### config.mk
export PLATFORM = sky130hd
export DESIGN_NAME = score_limit_ctrl
export DESIGN_NICKNAME = d
export VERILOG_FILES = /design/src/rtl/pong_pkg.sv /design/src/rtl/score_limit_ctrl_btn_repeat.sv /design/src/rtl/score_limit_ctrl.sv
export SDC_FILE = /design/constraint.sdc
export NUM_CORES = 1
export LEC_CHECK = 0
export ABC_AREA = 0
export ABC_CLOCK_PERIOD_IN_PS = 4100
export BUFFER_PORTS_ARGS = -buffer_cell sky130_fd_sc_hd__buf_2
export CAP_MARGIN = 20
export CORE_MARGIN = 2
export CORE_UTILIZATION = 27
export DETAILED_ROUTE_END_ITERATION = 8
export HOLD_SLACK_MARGIN = 0.12
export SYNTH_ARGS = -nofsm -noshare
export SYNTH_HDL_FRONTEND = slang
export SYNTH_SLANG_ARGS = --single-unit
### constraint.sdc
create_clock -name clk -period 4.1 [get_ports clk]
set_input_delay 0.82 -clock clk [delete_from_list [all_inputs] [get_ports clk]]
set_output_delay 0.82 -clock clk [all_outputs]
set_load 0.05 [all_outputs]
### src/rtl/pong_pkg.sv
// pong_pkg: shared state type, default limits and small elaboration helpers
// for the score limit selector.
package pong_pkg;

    // Per-direction auto-repeat state.
    typedef enum logic [1:0] {
        IDLE   = 2'd0,
        DELAY  = 2'd1,
        REPEAT = 2'd2
    } rpt_state_e;

    localparam int          DEF_WIDTH        = 5;
    localparam int          DEF_MIN_VAL      = 1;
    localparam int          DEF_MAX_VAL      = 20;
    localparam int          DEF_INIT_VAL     = 1;
    localparam int unsigned DEF_REPEAT_DELAY = 50_000_000;
    localparam int unsigned DEF_REPEAT_RATE  = 10_000_000;

    function automatic int unsigned max_u(input int unsigned a,
                                          input int unsigned b);
        return (a > b) ? a : b;
    endfunction

    // Bits needed to count 0 .. n-1, at least one bit.
    function automatic int unsigned cnt_width(input int unsigned n);
        return (n > 1) ? $clog2(n) : 1;
    endfunction

endpackage

### src/rtl/score_limit_ctrl_btn_repeat.sv
// btn_repeat: one button direction -- 2-flop synchronizer, press/hold FSM
// with auto-repeat counter, and a single-cycle step request.
module btn_repeat
    import pong_pkg::*;
#(
    parameter int unsigned REPEAT_DELAY = DEF_REPEAT_DELAY,
    parameter int unsigned REPEAT_RATE  = DEF_REPEAT_RATE
) (
    input  logic clk,
    input  logic rst_n,
    input  logic btn_i,
    input  logic lock_i,
    input  logic other_i,
    output logic level_o,
    output logic step_o
);

    localparam int unsigned CW = cnt_width(max_u(REPEAT_DELAY, REPEAT_RATE));
    localparam logic [CW-1:0] DLY_LAST  = CW'(REPEAT_DELAY - 1);
    localparam logic [CW-1:0] RATE_LAST = CW'(REPEAT_RATE - 1);

    logic          s1_q;
    logic          s2_q;
    logic          v1_q;
    logic          v2_q;
    logic          armed_q;
    rpt_state_e    state_q;
    logic [CW-1:0] cnt_q;
    logic          go;
    logic          rel;

    // Synchronize the raw button; v*_q marks when s2_q holds a real sample.
    always_ff @(posedge clk or negedge rst_n) begin
        if (!rst_n) begin
            s1_q <= 1'b0;
            s2_q <= 1'b0;
            v1_q <= 1'b0;
            v2_q <= 1'b0;
        end else begin
            s1_q <= btn_i;
            s2_q <= s1_q;
            v1_q <= 1'b1;
            v2_q <= v1_q;
        end
    end

    // A press counts only when this button alone is held and lock is low.
    assign go      = s2_q & ~other_i & ~lock_i;
    assign rel     = v2_q & ~s2_q;
    assign level_o = s2_q;

    // Steps happen on the press itself and on each counter wrap.
    assign step_o = go & (((state_q == IDLE) & armed_q) |
                          ((state_q == DELAY) & (cnt_q == DLY_LAST)) |
                          ((state_q == REPEAT) & (cnt_q == RATE_LAST)));

    // Press FSM, repeat counter and the must-release-first flag.
    always_ff @(posedge clk or negedge rst_n) begin
        if (!rst_n) begin
            state_q <= IDLE;
            cnt_q   <= '0;
            armed_q <= 1'b0;
        end else begin
            armed_q <= lock_i ? rel : (armed_q | rel);
            if (!go) begin
                state_q <= IDLE;
                cnt_q   <= '0;
            end else begin
                unique case (state_q)
                    IDLE: begin
                        cnt_q <= '0;
                        if (armed_q) begin
                            state_q <= DELAY;
                        end
                    end
                    DELAY: begin
                        if (step_o) begin
                            state_q <= REPEAT;
                            cnt_q   <= '0;
                        end else begin
                            cnt_q <= cnt_q + CW'(1);
                        end
                    end
                    REPEAT: begin
                        cnt_q <= step_o ? '0 : cnt_q + CW'(1);
                    end
                    default: begin
                        state_q <= IDLE;
                        cnt_q   <= '0;
                    end
                endcase
            end
        end
    end

endmodule

### src/rtl/score_limit_ctrl.sv
// score_limit_ctrl: up/down score limit with hold-to-repeat buttons and lock.
// Define SCORE_LIMIT_WRAP_EN to wrap at the limits instead of saturating.
module score_limit_ctrl
    import pong_pkg::*;
#(
    parameter int          WIDTH        = DEF_WIDTH,
    parameter int          MIN_VAL      = DEF_MIN_VAL,
    parameter int          MAX_VAL      = DEF_MAX_VAL,
    parameter int          INIT_VAL     = DEF_INIT_VAL,
    parameter int unsigned REPEAT_DELAY = DEF_REPEAT_DELAY,
    parameter int unsigned REPEAT_RATE  = DEF_REPEAT_RATE
) (
    input  logic             clk,
    input  logic             rst_n,
    input  logic             inc_btn,
    input  logic             dec_btn,
    input  logic             lock,
    output logic [WIDTH-1:0] value,
    output logic             at_min,
    output logic             at_max,
    output logic             changed
);

    if (!(MIN_VAL >= 0 && MIN_VAL <= INIT_VAL && INIT_VAL <= MAX_VAL &&
          WIDTH >= 1 && WIDTH <= 30 && MAX_VAL < (1 << WIDTH) &&
          REPEAT_DELAY >= 1 && REPEAT_RATE >= 1)) begin : g_bad_cfg
        $error("score_limit_ctrl: illegal parameter combination");
    end

    localparam logic [WIDTH-1:0] MIN_V  = WIDTH'(MIN_VAL);
    localparam logic [WIDTH-1:0] MAX_V  = WIDTH'(MAX_VAL);
    localparam logic [WIDTH-1:0] INIT_V = WIDTH'(INIT_VAL);
    localparam logic INIT_AT_MIN = (INIT_VAL == MIN_VAL);
    localparam logic INIT_AT_MAX = (INIT_VAL == MAX_VAL);

`ifdef SCORE_LIMIT_WRAP_EN
    localparam logic [WIDTH-1:0] ABOVE_MAX = MIN_V;
    localparam logic [WIDTH-1:0] BELOW_MIN = MAX_V;
`else
    localparam logic [WIDTH-1:0] ABOVE_MAX = MAX_V;
    localparam logic [WIDTH-1:0] BELOW_MIN = MIN_V;
`endif

    logic             inc_lvl;
    logic             dec_lvl;
    logic             inc_step;
    logic             dec_step;
    logic [WIDTH-1:0] value_q;
    logic [WIDTH-1:0] value_d;
    logic             at_min_q;
    logic             at_max_q;
    logic             changed_q;

    btn_repeat #(
        .REPEAT_DELAY (REPEAT_DELAY),
        .REPEAT_RATE  (REPEAT_RATE)
    ) u_inc (
        .clk     (clk),
        .rst_n   (rst_n),
        .btn_i   (inc_btn),
        .lock_i  (lock),
        .other_i (dec_lvl),
        .level_o (inc_lvl),
        .step_o  (inc_step)
    );

    btn_repeat #(
        .REPEAT_DELAY (REPEAT_DELAY),
        .REPEAT_RATE  (REPEAT_RATE)
    ) u_dec (
        .clk     (clk),
        .rst_n   (rst_n),
        .btn_i   (dec_btn),
        .lock_i  (lock),
        .other_i (inc_lvl),
        .level_o (dec_lvl),
        .step_o  (dec_step)
    );

    // Next value: one step at most per cycle, clamped or wrapped at limits.
    always_comb begin
        value_d = value_q;
        if (inc_step) begin
            value_d = (value_q == MAX_V) ? ABOVE_MAX : value_q + WIDTH'(1);
        end else if (dec_step) begin
            value_d = (value_q == MIN_V) ? BELOW_MIN : value_q - WIDTH'(1);
        end
    end

    // Flags come from value_d so they line up with the registered value.
    always_ff @(posedge clk or negedge rst_n) begin
        if (!rst_n) begin
            value_q   <= INIT_V;
            at_min_q  <= INIT_AT_MIN;
            at_max_q  <= INIT_AT_MAX;
            changed_q <= 1'b0;
        end else begin
            value_q   <= value_d;
            at_min_q  <= (value_d == MIN_V);
            at_max_q  <= (value_d == MAX_V);
            changed_q <= (value_d != value_q);
        end
    end

    assign value   = value_q;
    assign at_min  = at_min_q;
    assign at_max  = at_max_q;
    assign changed = changed_q;

endmodule
Word-level counts from Yosys, hierarchy flattened. Index checks and enable logic that the tools add are counted.

$add $sub $neg: 4. Multipliers: 0. Divide/modulo/power cells: 0. $lt $le $gt $ge: 0. Eq/ne operators: 19. Shift-type cells: 0. Mux-type cells: 20. Bitwise logic cells: 23. Reductions and logical operators: 6.

Operators by type and width (count): $mux W26 (6); $add A26 B1 Y26 const B (2); $eq A26 B24 Y1 const B (2); $eq A26 B26 Y1 const B (2); $mux W5 (4); $and A1 B1 Y1 (14); $mux W2 (6); $pmux W2 S3 (2); $eq A5 B1 Y1 const B (2); $eq A5 B5 Y1 const B (2); $ne A3 B2 Y1 const B (3); $or A1 B1 Y1 (6); $reduce_and A3 Y1 (2); $add A5 B1 Y5 const B (1); $ne A5 B5 Y1 (1); $sub A5 B1 Y5 const B (1); $eq A2 B1 Y1 const B (2); $eq A2 B2 Y1 const B (2); $logic_not A2 Y1 (2); $ne A2 B2 Y1 const B (2); $reduce_or A2 Y1 (2); $ne A3 B3 Y1 const B (1); $not A1 Y1 (3); $mux W1 (2).

Register bits after elaboration: 72. Bits in latches: 0. RAM bits: 0. ROM bits: 0. Input bits: 5. Output and inout port bits: 8. Word-level logic and storage cells: 88. Memories kept: 0.

Depth between registers and ports, before layout. Gate-level depths: netlist of the first run.

Depth after elaboration: 8. Depth in mapped cells: 10. Mapped depth without buffers: 10.

Cells and area by module. A second synthesis of the first run with hierarchy kept.

Cells, all modules: 402. Area total of the unflattened synthesis: 3982.6 µm².

Modules (own cells, without submodules): btn_repeat (instances 2, cells each 169, area an instance 1670.4 µm², sequential area each 825.8 µm²); score_limit_ctrl (instances 1, cells each 64, area an instance 641.9 µm², sequential area each 202.7 µm²).

Worst setup path after synthesis of the first run. No wires, ideal clock.

Kind: reg2reg. Start: reg u_inc.cnt_q[18]. End: reg at_max_q, in the netlist at_max. Setup time: 68 ps. Arrival: 2376 ps. Required time: 4032 ps. Path slack: 1656 ps. Stages on the path, launching flop included: 8. Buffers on the path: 0. Clock period less this slack: 2444 ps. Cell sequence: dfrtp_1 -> or4b_1 -> or4_4 -> a21oi_2 -> o21ai_2 -> a32o_1 -> nand4bb_1 -> and4bb_1.

Cells in the longest elaborated chain, start to end: 7. Elaborated cells between the ends (all ways): 9. Classes of those cells: 3 x eq/ne; 1 x mux; 5 x bitwise.

RTL lines: from (decl) (line score_limit_ctrl_btn_repeat.sv:28) `logic [CW-1:0] cnt_q;`; from (signal assigned) (line score_limit_ctrl_btn_repeat.sv:81) `cnt_q <= cnt_q + CW'(1);`; from (signal assigned) (line score_limit_ctrl_btn_repeat.sv:85) `cnt_q <= step_o ? '0 : cnt_q + CW'(1);`; $eq A26 B26 Y1 (line score_limit_ctrl_btn_repeat.sv:54) `((state_q == DELAY) & (cnt_q == DLY_LAST)) |`; $and A1 B1 Y1 (line score_limit_ctrl_btn_repeat.sv:54); $or A1 B1 Y1 (line score_limit_ctrl_btn_repeat.sv:53) `assign step_o = go & (((state_q == IDLE) & armed_q) |`; $or A1 B1 Y1 (*) (line score_limit_ctrl_btn_repeat.sv:54); $and A1 B1 Y1 (*) (line score_limit_ctrl_btn_repeat.sv:53); $mux W5 (*) (line score_limit_ctrl.sv:83) `if (inc_step) begin`; via value_d[1] (line score_limit_ctrl.sv:49) `logic [WIDTH-1:0] value_d;`; $eq A5 B5 Y1 (*) (line score_limit_ctrl.sv:100) `at_max_q <= (value_d == MAX_V);`; to (signal assigned) (line score_limit_ctrl.sv:100); to (decl) (line score_limit_ctrl.sv:51) `logic at_max_q;`.

Mark *: on every way through the listed nets, which the timed path passes. The rest lies on a longest branch. A chain may end at the register's enable or synchronous reset.

Worst setup path in the final report of the first run.
Start: reg u_inc.cnt_q[18]. End: reg u_inc.cnt_q[8].

Cells in the longest elaborated chain, start to end: 8. Elaborated cells between the ends (all ways): 10. Classes of those cells: 2 x eq/ne; 3 x mux; 5 x bitwise.

RTL lines: $eq A26 B26 Y1 (line score_limit_ctrl_btn_repeat.sv:54); $and A1 B1 Y1 (line score_limit_ctrl_btn_repeat.sv:54); $or A1 B1 Y1 (line score_limit_ctrl_btn_repeat.sv:53); $or A1 B1 Y1 (*) (line score_limit_ctrl_btn_repeat.sv:54); $and A1 B1 Y1 (*) (line score_limit_ctrl_btn_repeat.sv:53); $mux W26 (*) (line score_limit_ctrl_btn_repeat.sv:77, score_limit_ctrl_btn_repeat.sv:85); $mux W26 (*); $mux W26 (*) (line score_limit_ctrl_btn_repeat.sv:65) `if (!go) begin`.

Every way passes the cells marked *; elsewhere a longest branch is shown, timed or not.

==> flow_summary.json, run 1 <==
{
  "area_growth_pct": 17.42,
  "crit_start": "u_inc.cnt_q[18]",
  "die_area_um2": 14770,
  "numClockSinks": 72,
  "synth.largest_area_cell": "dfrtp_1",
  "skew_ns": 0.006309,
  "num_rows": 42,
  "synth_edf_count": 0,
  "cts.path.max_buffers": 2,
  "ys_ff_latch": 72,
  "yosysWarnings": 0,
  "yosys-top-cells-count": "nor2_1, dfrtp_1, nand3_1, xor2_1, nand2_1",
  "grt-ovfl-total": 0,
  "crit_buf_inv": 0,
  "r2r-start": "u_inc.cnt_q[18]",
  "worst-r2r-setup-slack_ns": 1.35,
  "core_area_um2": 13350,
  "path_max_fanout": 26,
  "path_clk_slew_ns": 0.06,
  "cap_viol_max_count": 0,
  "rr_endpoint": "u_inc.cnt_q[8]",
  "cp.arrival_ns": 2.92,
  "post-route-min-period_ns": 2.745,
  "worst_r2r_path_depth": 6,
  "drive_gt1_share_pct": 9.158,
  "async_flop_share_pct": 100.0,
  "design.portCount": 13,
  "seqCellArea_um2": 1804,
  "finalHoldViolCount": 0,
  "multi_input_area_um2": 1846,
  "final_cells": 580,
  "drt-total-wl_mm": 6.998,
  "antennaDiodeCount": 0,
  "ant_nets": 0,
  "cts_buffers": 9,
  "worst_skew_pair.late_latency_ns": 0.34,
  "drt-wirelength-per-cell_um": 12.07,
  "grt_start_max_net_pins": 38,
  "drc_errors": 0,
  "critPathKind": "flop to flop",
  "finalSetupViolations": 0,
  "cpLargestDelayFamily": "simple AND/OR/NAND/NOR gates",
  "dr.pass1.iters": 4,
  "synth_top_area_share_pct": 46.98,
  "p_leak_uw": 0.001748,
  "slew_violations": 0,
  "port_buffers": 12,
  "synth_ff_type": "dfrtp_1",
  "synth_cell_types": 48,
  "cts_setup_buffers": 0,
  "outcome": "completed",
  "slew_headroom_pct": 33.61,
  "antenna_found_initial": 0,
  "initial_utilization_pct": 27.93,
  "cts_tree": "built",
  "cts.repair.resized": 0,
  "critPathMaxStageDelay_ns": 0.74,
  "avgSynthCellArea_um2": 9.812,
  "cpMaxStageDelayCell": "nand3_1",
  "powerDensity_nw_per_um2": 477.8,
  "vias": 2692,
  "end_kind": "flop",
  "synth.most_common_cell": "nor2_1",
  "cts-root-buf": "clkbuf_16",
  "cp_data_required_time_ns": 4.28,
  "holdCritStartpoint": "u_dec.v1_q",
  "grt_pass1_wl_mm": 12.69,
  "htree_levels": 3,
  "vias_per_cell": 4.641,
  "die_x_um": 121.5,
  "worst_hold_path.endpoint": "u_dec.v2_q",
  "post-route-period-util_pct": 66.96,
  "max_freq_mhz": 364.3,
  "netlist_top_cells_area": "dfrtp_1, nor2_1, xor2_1, ha_1, xnor2_1",
  "gp_congestion": 0.8166,
  "num-nets-final": 419,
  "worstSetupStartpointType": "flop",
  "ys_seq_area_share_pct": 48.39,
  "die_h_um": 121.5,
  "syn_inst": 380,
  "fill_cells": 1358,
  "hold_path.class": "flop to flop",
  "hold_depth": 0,
  "max_slew.worst_pin.slew_ns": 0.9931,
  "rsz0062_at_grt": "false",
  "syn-num-nets": 400,
  "syn_area_um2": 3729,
  "first_iter_violations": 212,
  "dp_hpwl_mm": 4.982,
  "cp_cell_sequence": "or4b_1, or4_4, a21oi_2, nor2_1, nand3_1, nor2_1",
  "peakVddDrop_uv": 267.5,
  "finalSetupTns_ns": 0,
  "cts_hold_buffers": 0,
  "track_usage_pct": 10.76,
  "grt_pass1_vias": 2778,
  "dp_cells": 564,
  "path_common_cell": "nor2_1"
}
[report_power, final]
group	switching (µW)	total, µW	internal (µW)
Clock	290	959	670
Combinational	220	330	109
Sequential	53.1	803	750
[logic make-up after synthesis]
kind of cell / Yosys count / synth area share, %
mux: 7 / 1.879
compound gates: 26 / 4.765
other cells: 1 / 0.1006
fa+ha+maj: 15 / 5.034
flops: 72 / 48.39
buf+inv: 21 / 2.114
xor+xnor: 48 / 11.28
simple gates: 190 / 26.44
[registers in the layout, indices dropped and copies added, names as in the netlist, 2 cells and up]
signal	count
u_dec.state_q	2
u_inc.cnt_q	26
u_dec.cnt_q	26
value	5
u_inc.state_q	2
[metal layers]
metal / vias to the layer above / wire length [µm] / GRT usage [%] / share of wire (%)
met5: - / 0 / 0 / 0
met4: 0 / 147 / 5.891 / 2.1
met3: 11 / 214 / 2.679 / 3.1
met2: 34 / 3118 / 16.08 / 45
met1: 1303 / 3517 / 14.30 / 50
li1: 1344 / - / - / -
[how the worst max path moves through the flow]
stage                       to  depth (start not counted)
6_report        u_inc.cnt_q[8]                          6
5_1_grt         u_inc.cnt_q[4]                          6
4_1_cts        u_inc.cnt_q[20]                          6
3_5_place_dp   u_inc.cnt_q[25]                          6
3_3_place_gp    u_dec.cnt_q[3]                          6
2_1_floorplan           at_max                          7
[through the flow]
stage          hold WS, ns  area (µm²)  util [%]  worst slack (ns)  power, µW
6_report            0.3453        4378     32.80             1.355       2092
2_1_floorplan       0.3312        3729         -             1.656       1064
4_1_cts             0.3478        4378     32.80             1.310       2118
3_5_place_dp        0.3356        4009     30.03             1.307       1147
3_3_place_gp        0.3333        3994     29.92             1.388       1145
5_1_grt             0.3698        4378     32.80             1.185       2193
[layout by cell type, fill, tap and decap left out, types with 12 or more instances in the layout]
cell type,synthesis,layout
buf_2,0,12
dfrtp_1,70,70
ha_1,15,15
inv_1,14,14
nand2_1,21,21
nand3_1,28,28
nand4_1,12,12
nor2_1,71,71
xnor2_1,20,20
xor2_1,28,28
[final cells by class]
class,instances,share of cell area (%)
Clock buffer,10,5.459
Clock inverter,6,2.972
Inverter,15,1.286
Multi-Input combinational cell,287,42.15
Sequential cell,72,41.21
Tap cell,176,5.030
Timing Repair Buffer,14,1.886
No activity file was read; power rests on OpenSTA's default activity.
==> inputs of run 2 (changes only) <==
Settings changed: ABC_CLOCK_PERIOD_IN_PS 4100 to 2740.
Clock period 4.1 ns to 2.74 ns, I/O delays scaled along.
==> run 2 against run 1 <==
  * Combinational power increased by 58%
  * Non-clock buffer count increased by 7
  * Wire length increased by 5.6%
  * Critical path type unchanged
==> flow_summary.json, run 2 (same netlist as run 1, synthesis figures left out) <==
{
  "slew_headroom_pct": 52.02,
  "max_freq_mhz": 373.2,
  "hold_path.class": "input port to asynchronous set/reset pin",
  "mostFrequentLayoutCells": "nor2_1, dfrtp_1, nand3_1, xor2_1, nand2_1",
  "end_kind": "flop",
  "skew_ns": 0.004465,
  "mostFrequentLayoutCell": "nor2_1",
  "initial_utilization_pct": 27.93,
  "grt-ovfl-total": 0,
  "design.portCount": 13,
  "whs_ns": 0.2266,
  "cp.arrival_ns": 2.95,
  "finalSetupViolations": 0,
  "die_h_um": 121.5,
  "cts.path.max_buffers": 2,
  "port_buffers": 12,
  "slew_violations": 0,
  "die_x_um": 121.5,
  "fill_cells": 1385,
  "worst_r2r_path_depth": 7,
  "rr_endpoint": "at_max",
  "cts_buffers": 9,
  "post-route-min-period_ns": 2.679,
  "grt_pass1_vias": 2756,
  "htree_levels": 3,
  "finalHoldViolCount": 0,
  "antennaDiodeCount": 0,
  "grtUsageMet2_pct": 16.96,
  "num-nets-final": 426,
  "vias": 2793,
  "cts_setup_buffers": 0,
  "vias_per_cell": 4.758,
  "numClockSinks": 72,
  "powerDensity_nw_per_um2": 701.3,
  "finalPower_uw": 3107,
  "first_iter_violations": 207,
  "track_usage_pct": 11.17,
  "worstSetupStartpointType": "flop",
  "multi_input_area_um2": 1867,
  "grt_use_met1_pct": 14.81,
  "path_max_fanout": 6,
  "grt_pass1_wl_mm": 13.00,
  "core_area_um2": 13350,
  "drt-total-wl_mm": 7.387,
  "worst-r2r-setup-slack_ns": 0.06,
  "gp_congestion": 0.8248,
  "max_slew.worst_pin.slew_ns": 0.7098,
  "seqCellArea_um2": 1804,
  "rsz0062_at_grt": "true",
  "dp_hpwl_mm": 5.101,
  "grt_start_max_net_pins": 45,
  "ant_nets": 0,
  "cts_tree": "built",
  "drc_errors": 0,
  "cts-root-buf": "clkbuf_16",
  "dr.pass1.iters": 4,
  "num_rows": 42,
  "area_growth_pct": 18.83,
  "peakVddDrop_uv": 288.6,
  "top_usage_layer": "met2",
  "grtUsageMet3_pct": 3.195,
  "finalSetupTns_ns": 0,
  "cts.repair.resized": 0,
  "outcome": "completed",
  "drt-wirelength-per-cell_um": 12.58,
  "critPathKind": "flop to flop",
  "cap_viol_max_count": 0,
  "drive_gt1_share_pct": 10.95,
  "die_area_um2": 14770,
  "worst_skew_pair.late_latency_ns": 0.33,
  "antenna_found_initial": 0,
  "post-route-period-util_pct": 97.78,
  "cts_hold_buffers": 0,
  "r2r-start": "u_inc.cnt_q[18]",
  "path_clk_slew_ns": 0.06,
  "p_leak_uw": 0.001768,
  "cp_data_required_time_ns": 3.01
}
-- run 2: cell types whose count changed in the layout (fill, tap and decap cells not counted) --
cell / delta
a211oi_2: -1
a211oi_4: +1
a21oi_2: -1
a21oi_4: +1
buf_4: +8
buf_8: -1
bufinv_16: -1
clkbuf_8: +1
clkinv_2: -1
clkinvlp_4: +1
nor4_1: -1
nor4_2: +1
-- run 2: metal layers --
metal  vias to the layer above  part of all wire (%)
li1                       1361                     -
met1                      1382                    49
met2                        43                    46
met3                         7                   3.7
met4                         0                   1.8
met5                         -                     0
-- run 2: where the power goes --
group / switching, µW / leakage [µW] / internal (µW)
combinational: 351 / 0.000621 / 169
clock: 441 / 0.000172 / 937
sequential: 86.9 / 0.000976 / 1120
-- run 2: cell type report --
class | instances | share of cell area, %
Multi-Input combinational cell | 287 | 42.13
Sequential cell | 72 | 40.72
Clock buffer | 11 | 5.705
Tap cell | 176 | 4.970
Timing Repair Buffer | 21 | 2.881
Clock inverter | 5 | 2.316
Inverter | 15 | 1.271
-- run 2: how the worst max path moves through the flow --
stage,start,end,cells after the start
2_1_floorplan,u_inc.cnt_q[18],at_max,7
3_3_place_gp,u_inc.cnt_q[18],at_max,7
3_5_place_dp,u_inc.cnt_q[18],at_max,7
4_1_cts,u_inc.cnt_q[18],at_max,7
5_1_grt,u_inc.cnt_q[18],at_max,7
6_report,u_inc.cnt_q[18],at_max,7
-- run 2: critical path, cell delays in order, from the launching register on --
cell and delay [ns]:
dfrtp_1 0.42, or4b_1 0.53, or4_4 0.52, a21oi_4 0.16
o21ai_2 0.13, a32o_1 0.31, nand4bb_1 0.24, and4bb_1 0.31
-- run 2: stage by stage --
step | instances | utilization, % | setup slack (ns) | area, µm²
2_1_floorplan | 380 | - | 0.2962 | 3729
3_3_place_gp | 571 | 30.37 | 0.1459 | 4054
3_5_place_dp | 571 | 30.37 | 0.08289 | 4054
4_1_cts | 587 | 33.03 | 0.07088 | 4409
5_1_grt | 587 | 33.19 | -0.02925 | 4431
6_report | 587 | 33.19 | 0.06082 | 4431
